`src/rtl/dft_pkg.sv`:
```
// ---------------------------------------------------------------------------
// dft_pkg -- shared constants and types for the 8-point forward DFT.
//   DFT_N       : points per frame
//   TW_W        : twiddle width (signed)
//   TW_FRAC     : twiddle fractional bits (Q2.14)
//   ACC_GUARD   : accumulator width above the sample width
//   state_e     : LOAD / MAC / EMIT control states
//   tw_cos/sin  : 8-entry twiddle tables indexed by m = (k*n) mod 8
// ---------------------------------------------------------------------------
package dft_pkg;

  localparam int DFT_N     = 8;
  localparam int TW_W      = 16;
  localparam int TW_FRAC   = 14;
  localparam int ACC_GUARD = 19;

  localparam logic signed [TW_W-1:0] TW_ONE  = 16'sd16384;  // 1.0 in Q2.14
  localparam logic signed [TW_W-1:0] TW_HALF = 16'sd11585;  // sqrt(2)/2 in Q2.14

  typedef enum logic [1:0] {
    S_LOAD = 2'd0,
    S_MAC  = 2'd1,
    S_EMIT = 2'd2
  } state_e;

  // cos(2*pi*m/8)
  function automatic logic signed [TW_W-1:0] tw_cos(input logic [2:0] m);
    logic signed [TW_W-1:0] v;
    case (m)
      3'd0:    v = TW_ONE;
      3'd1:    v = TW_HALF;
      3'd2:    v = '0;
      3'd3:    v = -TW_HALF;
      3'd4:    v = -TW_ONE;
      3'd5:    v = -TW_HALF;
      3'd6:    v = '0;
      default: v = TW_HALF;
    endcase
    return v;
  endfunction

  // sin(2*pi*m/8)
  function automatic logic signed [TW_W-1:0] tw_sin(input logic [2:0] m);
    logic signed [TW_W-1:0] v;
    case (m)
      3'd0:    v = '0;
      3'd1:    v = TW_HALF;
      3'd2:    v = TW_ONE;
      3'd3:    v = TW_HALF;
      3'd4:    v = '0;
      3'd5:    v = -TW_HALF;
      3'd6:    v = -TW_ONE;
      default: v = -TW_HALF;
    endcase
    return v;
  endfunction

endpackage

```
`src/rtl/dft_cmac.sv`:
```
// ---------------------------------------------------------------------------
// dft_cmac -- registered complex multiply-accumulate with twiddle lookup.
//   clk, rst_n      : clock, async active-low reset (clears accumulator)
//   en              : perform one MAC step this cycle
//   load            : with en, load the product instead of accumulating
//   x_re, x_im      : complex sample (signed BITS)
//   m               : twiddle index (k*n mod 8)
//   acc_re, acc_im  : accumulator (signed BITS+ACC_GUARD)
// Product convention (forward transform, W = cos - j sin):
//   re = xr*c + xi*s,  im = xi*c - xr*s
// ---------------------------------------------------------------------------
module dft_cmac
  import dft_pkg::*;
#(
  parameter int BITS = 16
) (
  input  logic                          clk,
  input  logic                          rst_n,
  input  logic                          en,
  input  logic                          load,
  input  logic signed [BITS-1:0]        x_re,
  input  logic signed [BITS-1:0]        x_im,
  input  logic [2:0]                    m,
  output logic signed [BITS+ACC_GUARD-1:0] acc_re,
  output logic signed [BITS+ACC_GUARD-1:0] acc_im
);

  localparam int PW = BITS + TW_W;
  localparam int AW = BITS + ACC_GUARD;

  logic signed [TW_W-1:0] c;
  logic signed [TW_W-1:0] s;
  logic signed [PW-1:0]   p_rc;
  logic signed [PW-1:0]   p_is;
  logic signed [PW-1:0]   p_ic;
  logic signed [PW-1:0]   p_rs;
  logic signed [AW-1:0]   t_re;
  logic signed [AW-1:0]   t_im;
  logic signed [AW-1:0]   acc_re_d, acc_re_q;
  logic signed [AW-1:0]   acc_im_d, acc_im_q;

  always_comb begin
    c    = tw_cos(m);
    s    = tw_sin(m);
    p_rc = x_re * c;
    p_is = x_im * s;
    p_ic = x_im * c;
    p_rs = x_re * s;
    // Sign-extend the products explicitly before combining them.
    t_re = {{(AW-PW){p_rc[PW-1]}}, p_rc} + {{(AW-PW){p_is[PW-1]}}, p_is};
    t_im = {{(AW-PW){p_ic[PW-1]}}, p_ic} - {{(AW-PW){p_rs[PW-1]}}, p_rs};

    acc_re_d = acc_re_q;
    acc_im_d = acc_im_q;
    if (en) begin
      acc_re_d = load ? t_re : acc_re_q + t_re;
      acc_im_d = load ? t_im : acc_im_q + t_im;
    end
  end

  always_ff @(posedge clk or negedge rst_n) begin
    if (!rst_n) begin
      acc_re_q <= '0;
      acc_im_q <= '0;
    end else begin
      acc_re_q <= acc_re_d;
      acc_im_q <= acc_im_d;
    end
  end

  assign acc_re = acc_re_q;
  assign acc_im = acc_im_q;

endmodule

```
`src/rtl/dft.sv`:
```
// ---------------------------------------------------------------------------
// dft -- 8-point forward DFT, one complex MAC per cycle.
//   clk, rst_n          : clock, async active-low reset
//   in_valid / in_ready : input handshake; a sample is taken on every rising
//                         edge where both are 1. in_ready is 1 only in LOAD,
//                         so in_valid outside LOAD is ignored.
//   in, j_in            : real / imaginary time-domain sample (signed BITS)
//   out_valid           : one-cycle pulse per bin, no backpressure
//   out, j_out          : saturated bin value, held between pulses
//   out_index           : bin index k of the current pulse
//   frame_done          : pulses with the k=7 bin
//   dbg_state           : current control state (state_e encoding)
// Per bin: 8 MAC cycles then 1 EMIT cycle, so bin k appears 9*(k+1) edges
// after the edge that accepted the last sample.
// ---------------------------------------------------------------------------
module dft
  import dft_pkg::*;
#(
  parameter int BITS = 16,
  parameter int N    = 8
) (
  input  logic                   clk,
  input  logic                   rst_n,
  input  logic                   in_valid,
  output logic                   in_ready,
  input  logic signed [BITS-1:0] in,
  input  logic signed [BITS-1:0] j_in,
  output logic                   out_valid,
  output logic signed [BITS-1:0] out,
  output logic signed [BITS-1:0] j_out,
  output logic [2:0]             out_index,
  output logic                   frame_done,
  output logic [1:0]             dbg_state
);

  localparam int         AW   = BITS + ACC_GUARD;
  localparam logic [2:0] LAST = 3'(N - 1);

  state_e                 state_d, state_q;
  logic [2:0]             n_d, n_q;
  logic [2:0]             k_d, k_q;
  logic                   in_ready_d, in_ready_q;
  logic                   out_valid_d, out_valid_q;
  logic                   frame_done_d, frame_done_q;
  logic signed [BITS-1:0] out_d, out_q;
  logic signed [BITS-1:0] j_out_d, j_out_q;
  logic [2:0]             out_index_d, out_index_q;

  logic                   accept;
  logic signed [BITS-1:0] buf_re_q [DFT_N];
  logic signed [BITS-1:0] buf_im_q [DFT_N];

  logic                   mac_en;
  logic                   mac_load;
  logic [2:0]             mac_m;
  logic signed [AW-1:0]   acc_re;
  logic signed [AW-1:0]   acc_im;

  // Floor-shift by the twiddle fraction, then clamp to the output range.
  // The value fits iff every bit from the sign down to bit BITS-1 agrees.
  function automatic logic signed [BITS-1:0] sat_out(input logic signed [AW-1:0] acc);
    logic signed [AW-1:0] sh;
    logic signed [BITS-1:0] r;
    sh = acc >>> TW_FRAC;
    if ((&sh[AW-1:BITS-1]) || !(|sh[AW-1:BITS-1])) begin
      r = sh[BITS-1:0];
    end else if (sh[AW-1]) begin
      r = {1'b1, {(BITS-1){1'b0}}};
    end else begin
      r = {1'b0, {(BITS-1){1'b1}}};
    end
    return r;
  endfunction

  assign accept   = in_valid && in_ready_q;
  assign mac_en   = (state_q == S_MAC);
  assign mac_load = (n_q == 3'd0);
  assign mac_m    = k_q * n_q;  // 3-bit result wraps modulo 8

  always_comb begin
    state_d      = state_q;
    n_d          = n_q;
    k_d          = k_q;
    in_ready_d   = in_ready_q;
    out_valid_d  = 1'b0;
    frame_done_d = 1'b0;
    out_d        = out_q;
    j_out_d      = j_out_q;
    out_index_d  = out_index_q;

    case (state_q)
      S_LOAD: begin
        if (accept) begin
          if (n_q == LAST) begin
            state_d    = S_MAC;
            n_d        = 3'd0;
            k_d        = 3'd0;
            in_ready_d = 1'b0;
          end else begin
            n_d = n_q + 3'd1;
          end
        end
      end
      S_MAC: begin
        if (n_q == LAST) begin
          state_d = S_EMIT;
          n_d     = 3'd0;
        end else begin
          n_d = n_q + 3'd1;
        end
      end
      S_EMIT: begin
        out_valid_d = 1'b1;
        out_d       = sat_out(acc_re);
        j_out_d     = sat_out(acc_im);
        out_index_d = k_q;
        if (k_q == LAST) begin
          frame_done_d = 1'b1;
          state_d      = S_LOAD;
          k_d          = 3'd0;
          n_d          = 3'd0;
          in_ready_d   = 1'b1;
        end else begin
          k_d     = k_q + 3'd1;
          n_d     = 3'd0;
          state_d = S_MAC;
        end
      end
      default: begin
        state_d    = S_LOAD;
        n_d        = 3'd0;
        k_d        = 3'd0;
        in_ready_d = 1'b1;
      end
    endcase
  end

  always_ff @(posedge clk or negedge rst_n) begin
    if (!rst_n) begin
      state_q      <= S_LOAD;
      n_q          <= 3'd0;
      k_q          <= 3'd0;
      in_ready_q   <= 1'b1;
      out_valid_q  <= 1'b0;
      frame_done_q <= 1'b0;
      out_q        <= '0;
      j_out_q      <= '0;
      out_index_q  <= 3'd0;
    end else begin
      state_q      <= state_d;
      n_q          <= n_d;
      k_q          <= k_d;
      in_ready_q   <= in_ready_d;
      out_valid_q  <= out_valid_d;
      frame_done_q <= frame_done_d;
      out_q        <= out_d;
      j_out_q      <= j_out_d;
      out_index_q  <= out_index_d;
    end
  end

  // Sample buffer: no reset needed, every entry is rewritten before use.
  always_ff @(posedge clk) begin
    if (accept) begin
      buf_re_q[n_q] <= in;
      buf_im_q[n_q] <= j_in;
    end
  end

  dft_cmac #(.BITS(BITS)) u_cmac (
    .clk    (clk),
    .rst_n  (rst_n),
    .en     (mac_en),
    .load   (mac_load),
    .x_re   (buf_re_q[n_q]),
    .x_im   (buf_im_q[n_q]),
    .m      (mac_m),
    .acc_re (acc_re),
    .acc_im (acc_im)
  );

  assign in_ready   = in_ready_q;
  assign out_valid  = out_valid_q;
  assign out        = out_q;
  assign j_out      = j_out_q;
  assign out_index  = out_index_q;
  assign frame_done = frame_done_q;
  assign dbg_state  = state_q;

endmodule

```
`config.mk`:
```
export PLATFORM = sky130hd
export DESIGN_NAME = dft
export DESIGN_NICKNAME = d
export VERILOG_FILES = /design/src/rtl/dft_pkg.sv /design/src/rtl/dft_cmac.sv /design/src/rtl/dft.sv
export SDC_FILE = /design/constraint.sdc
export NUM_CORES = 2
export LEC_CHECK = 0
export ABC_AREA = 1
export BUFFER_PORTS_ARGS = -buffer_cell sky130_fd_sc_hd__buf_2
export CAP_MARGIN = 10
export CORE_MARGIN = 1.5
export CORE_UTILIZATION = 59
export DETAILED_ROUTE_END_ITERATION = 6
export GPL_ROUTABILITY_DRIVEN = 0
export PLACE_DENSITY = 0.72
export SLEW_MARGIN = 10
export SYNTH_ARGS = -nofsm -noshare
export SYNTH_HDL_FRONTEND = slang
export SYNTH_HIERARCHICAL = 1
export SYNTH_SLANG_ARGS = --single-unit
export TNS_END_PERCENT = 50
```
`constraint.sdc`:
```
create_clock -name clk -period 22.2 [get_ports clk]
set_input_delay 4.44 -clock clk [delete_from_list [all_inputs] [get_ports clk]]
set_output_delay 4.44 -clock clk [all_outputs]
set_load 0.02 [all_outputs]
```
==> results.json <==
{
  "synth_edf_count": 256,
  "holdBufCountCts": 0,
  "cap_violations": 0,
  "critPathMaxStageDelay_ps": 770,
  "syn_area_mm2": 0.0565,
  "grtUsageTotal_pct": 31.9,
  "start_util_pct": 59.5,
  "clk_pin_slew_ps": 60,
  "drc": 4,
  "crit_type": "reg -> reg",
  "via_per_inst": 5.44,
  "ys_ff_latch": 372,
  "io_pins": 75,
  "htreeDepth": 2,
  "min_path_type": "reg -> reg",
  "cts_tree": "yes",
  "cts_root_buffer": "clkbuf_16",
  "final-seq-area_mm2": 0.0106,
  "ys_types": 53,
  "tightest_slew_ps": 1070,
  "postSynth.asyncResetShare_pct": 31.2,
  "fp-row-count": 113,
  "wl_mm": 149,
  "cts_max_path_buffers": 3,
  "postRouteAntennaNets": 0,
  "cts_setup_buffers": 0,
  "fin_skew_ps": 87.3,
  "drive_above_1_share_pct": 3.84,
  "grt_max_degree": 66,
  "maxClockFrequency_mhz": 82.6,
  "cts_resized": 0,
  "syn_inst": 6403,
  "ys_seq_area_share_pct": 18.8,
  "core_area_mm2": 0.0949,
  "fin_setup_tns_ps": 0,
  "numPortBuffers": 74,
  "clk_latency_ps": 700,
  "slowest_stage": "nor2_1",
  "dpl.hpwl_mm": 122,
  "overflow": 0,
  "crit_required_ps": 22770,
  "nNetsFinal": 7956,
  "num_vias": 42122,
  "crit_path_frequent_cell": "nand2_1",
  "status": "complete, but fails checks",
  "synth_warnings": 6,
  "dieHeight_um": 312,
  "synth_fp_nets": 7914,
  "critical_path_arrival_ps": 12670,
  "rsz0062_at_grt": "false",
  "period_share_pct": 54.5,
  "slew_headroom_pct": 28.6,
  "nFillCells": 7952,
  "worstSetupStartpointType": "register",
  "drtIter0Drc": 3817,
  "cts_buffers": 43,
  "antenna_found_initial": 3,
  "syn_to_final_growth_pct": 5.61,
  "end_kind": "register",
  "grt_pass1_wl_mm": 238,
  "final-hold-violation-count": 0,
  "dr.pass1.iters": 7,
  "grt_pass1_vias": 43428,
  "drv_slew": 0,
  "die_area_mm2": 0.0976,
  "avgSynthCellArea_um2": 8.82,
  "multi_input_area_mm2": 0.0386,
  "die_x_um": 312,
  "synth-main-ff-cell": "edfxtp_1",
  "cp_max_fo": 48,
  "routedWlPerCell_um": 19.2,
  "period_needed_ps": 12100,
  "setup_viol": 0,
  "clock-sinks": 372,
  "violations": "DRC"
}
synth_stat cells, types with 45 or more instances:
cell type  instances  share of area, %
nor2_1           515               3.4
inv_1           1784                12
nand2_1         1198               8.0
fa_1            1085                38
ha_1             391               8.7
dfrtp_1          115               5.1
nand3_1          201               1.8
nand4_1           48              0.53
edfxtp_1         256                14
a21oi_1          236               2.1
o21ai_0          124               1.1
xor2_1            45              0.70
flip-flops by register name (all words and copies together) (netlist names), 3 cells and up:
signal	flops
buf_re_q	128
n_q	3
k_q	3
buf_im_q	128
out	16
j_out	16
u_cmac/acc_re	35
out_index	3
u_cmac/acc_im	35
per-stage QoR:
stage          instances  cell area, µm²  setup slack (ps)  utilization, %  hold WS [ps]
2_1_floorplan       6403           56500              9560               -           455
3_3_place_gp        7665           58200             10470            61.3           453
3_5_place_dp        7665           58200             10380            61.3           461
4_1_cts             7744           59600             10370            62.9           477
5_1_grt             7745           59600              9460            62.9           509
6_report            7747           59600             10100            62.9           472
per-layer routing:
metal	track usage (%)	routed length [µm]	share of wire, %
met5	0.677	138	0.093
met1	42.9	59600	40
met2	51.5	70400	47
met4	11.6	5980	4.0
met3	6.52	13000	8.7
final timing paths:
kind | start | end | slack [ps] | depth (start not counted)
min in group asynchronous | rst_n | u_cmac/acc_re[6] | 3740 | 1
setup reg to reg | n_q[1] | u_cmac/acc_im[34] | 10100 | 44
max in group asynchronous | rst_n | u_cmac/acc_im[34] | 17230 | 2
hold reg to reg | out[10] | out[10] | 470 | 2
hold / removal | out[10] | out[10] | 470 | 2
setup / recovery | n_q[1] | u_cmac/acc_im[34] | 10100 | 44
cell usage in the layout, fill, tap and decap left out, types with 17 or more instances in the layout:
| cell | Yosys | layout |
|---|---|---|
| inv_1 | 1784 | 1781 |
| nand2_1 | 1198 | 1198 |
| fa_1 | 1085 | 1085 |
| nor2_1 | 515 | 504 |
| ha_1 | 391 | 391 |
| edfxtp_1 | 256 | 256 |
| a21oi_1 | 236 | 236 |
| nand3_1 | 201 | 201 |
| o21ai_0 | 124 | 124 |
| dfrtp_1 | 115 | 114 |
| buf_2 | 36 | 73 |
| nand4_1 | 48 | 48 |
| xor2_1 | 45 | 45 |
| clkbuf_16 | 0 | 43 |
| buf_4 | 9 | 36 |
| o22ai_1 | 35 | 35 |
| xnor2_1 | 27 | 26 |
| o21ai_1 | 26 | 25 |
| o21bai_1 | 24 | 24 |
| nand3b_1 | 20 | 20 |
| nor3_1 | 20 | 20 |
| a31oi_1 | 17 | 17 |
layout make-up:
| class | instances | area share, % |
|---|---|---|
| Multi-Input combinational cell | 4122 | 64.8 |
| Sequential cell | 372 | 17.8 |
| Inverter | 1796 | 11.3 |
| Tap cell | 1265 | 2.65 |
| Clock buffer | 54 | 1.89 |
| Timing Repair Buffer | 110 | 1.08 |
| Clock inverter | 25 | 0.504 |
| Antenna cell | 3 | 0.0126 |
cells by family after synthesis:
| kind of cell | Yosys count | share of synthesized area, % |
|---|---|---|
| AOI/OAI and AO/OA | 515 | 5.07 |
| xor gates and xnor gates | 72 | 1.12 |
| adders and majority gates | 1476 | 47.1 |
| buffers and inverters | 1909 | 13.0 |
| DFF | 372 | 18.8 |
| muxes | 1 | 0.0177 |
| and+or+nand+nor | 2058 | 14.9 |
critical path: cells and delay by family (launching register included):
kind / cells / cell delay (ps)
flops: 1 / 320
fa+ha+maj: 9 / 4410
simple gates: 23 / 3980
buf+inv: 8 / 2060
xor+xnor: 4 / 1220
Power is left out: the tool's default activity adds up to more than one toggle a clock period on the data nets, which glitch-free logic cannot reach.
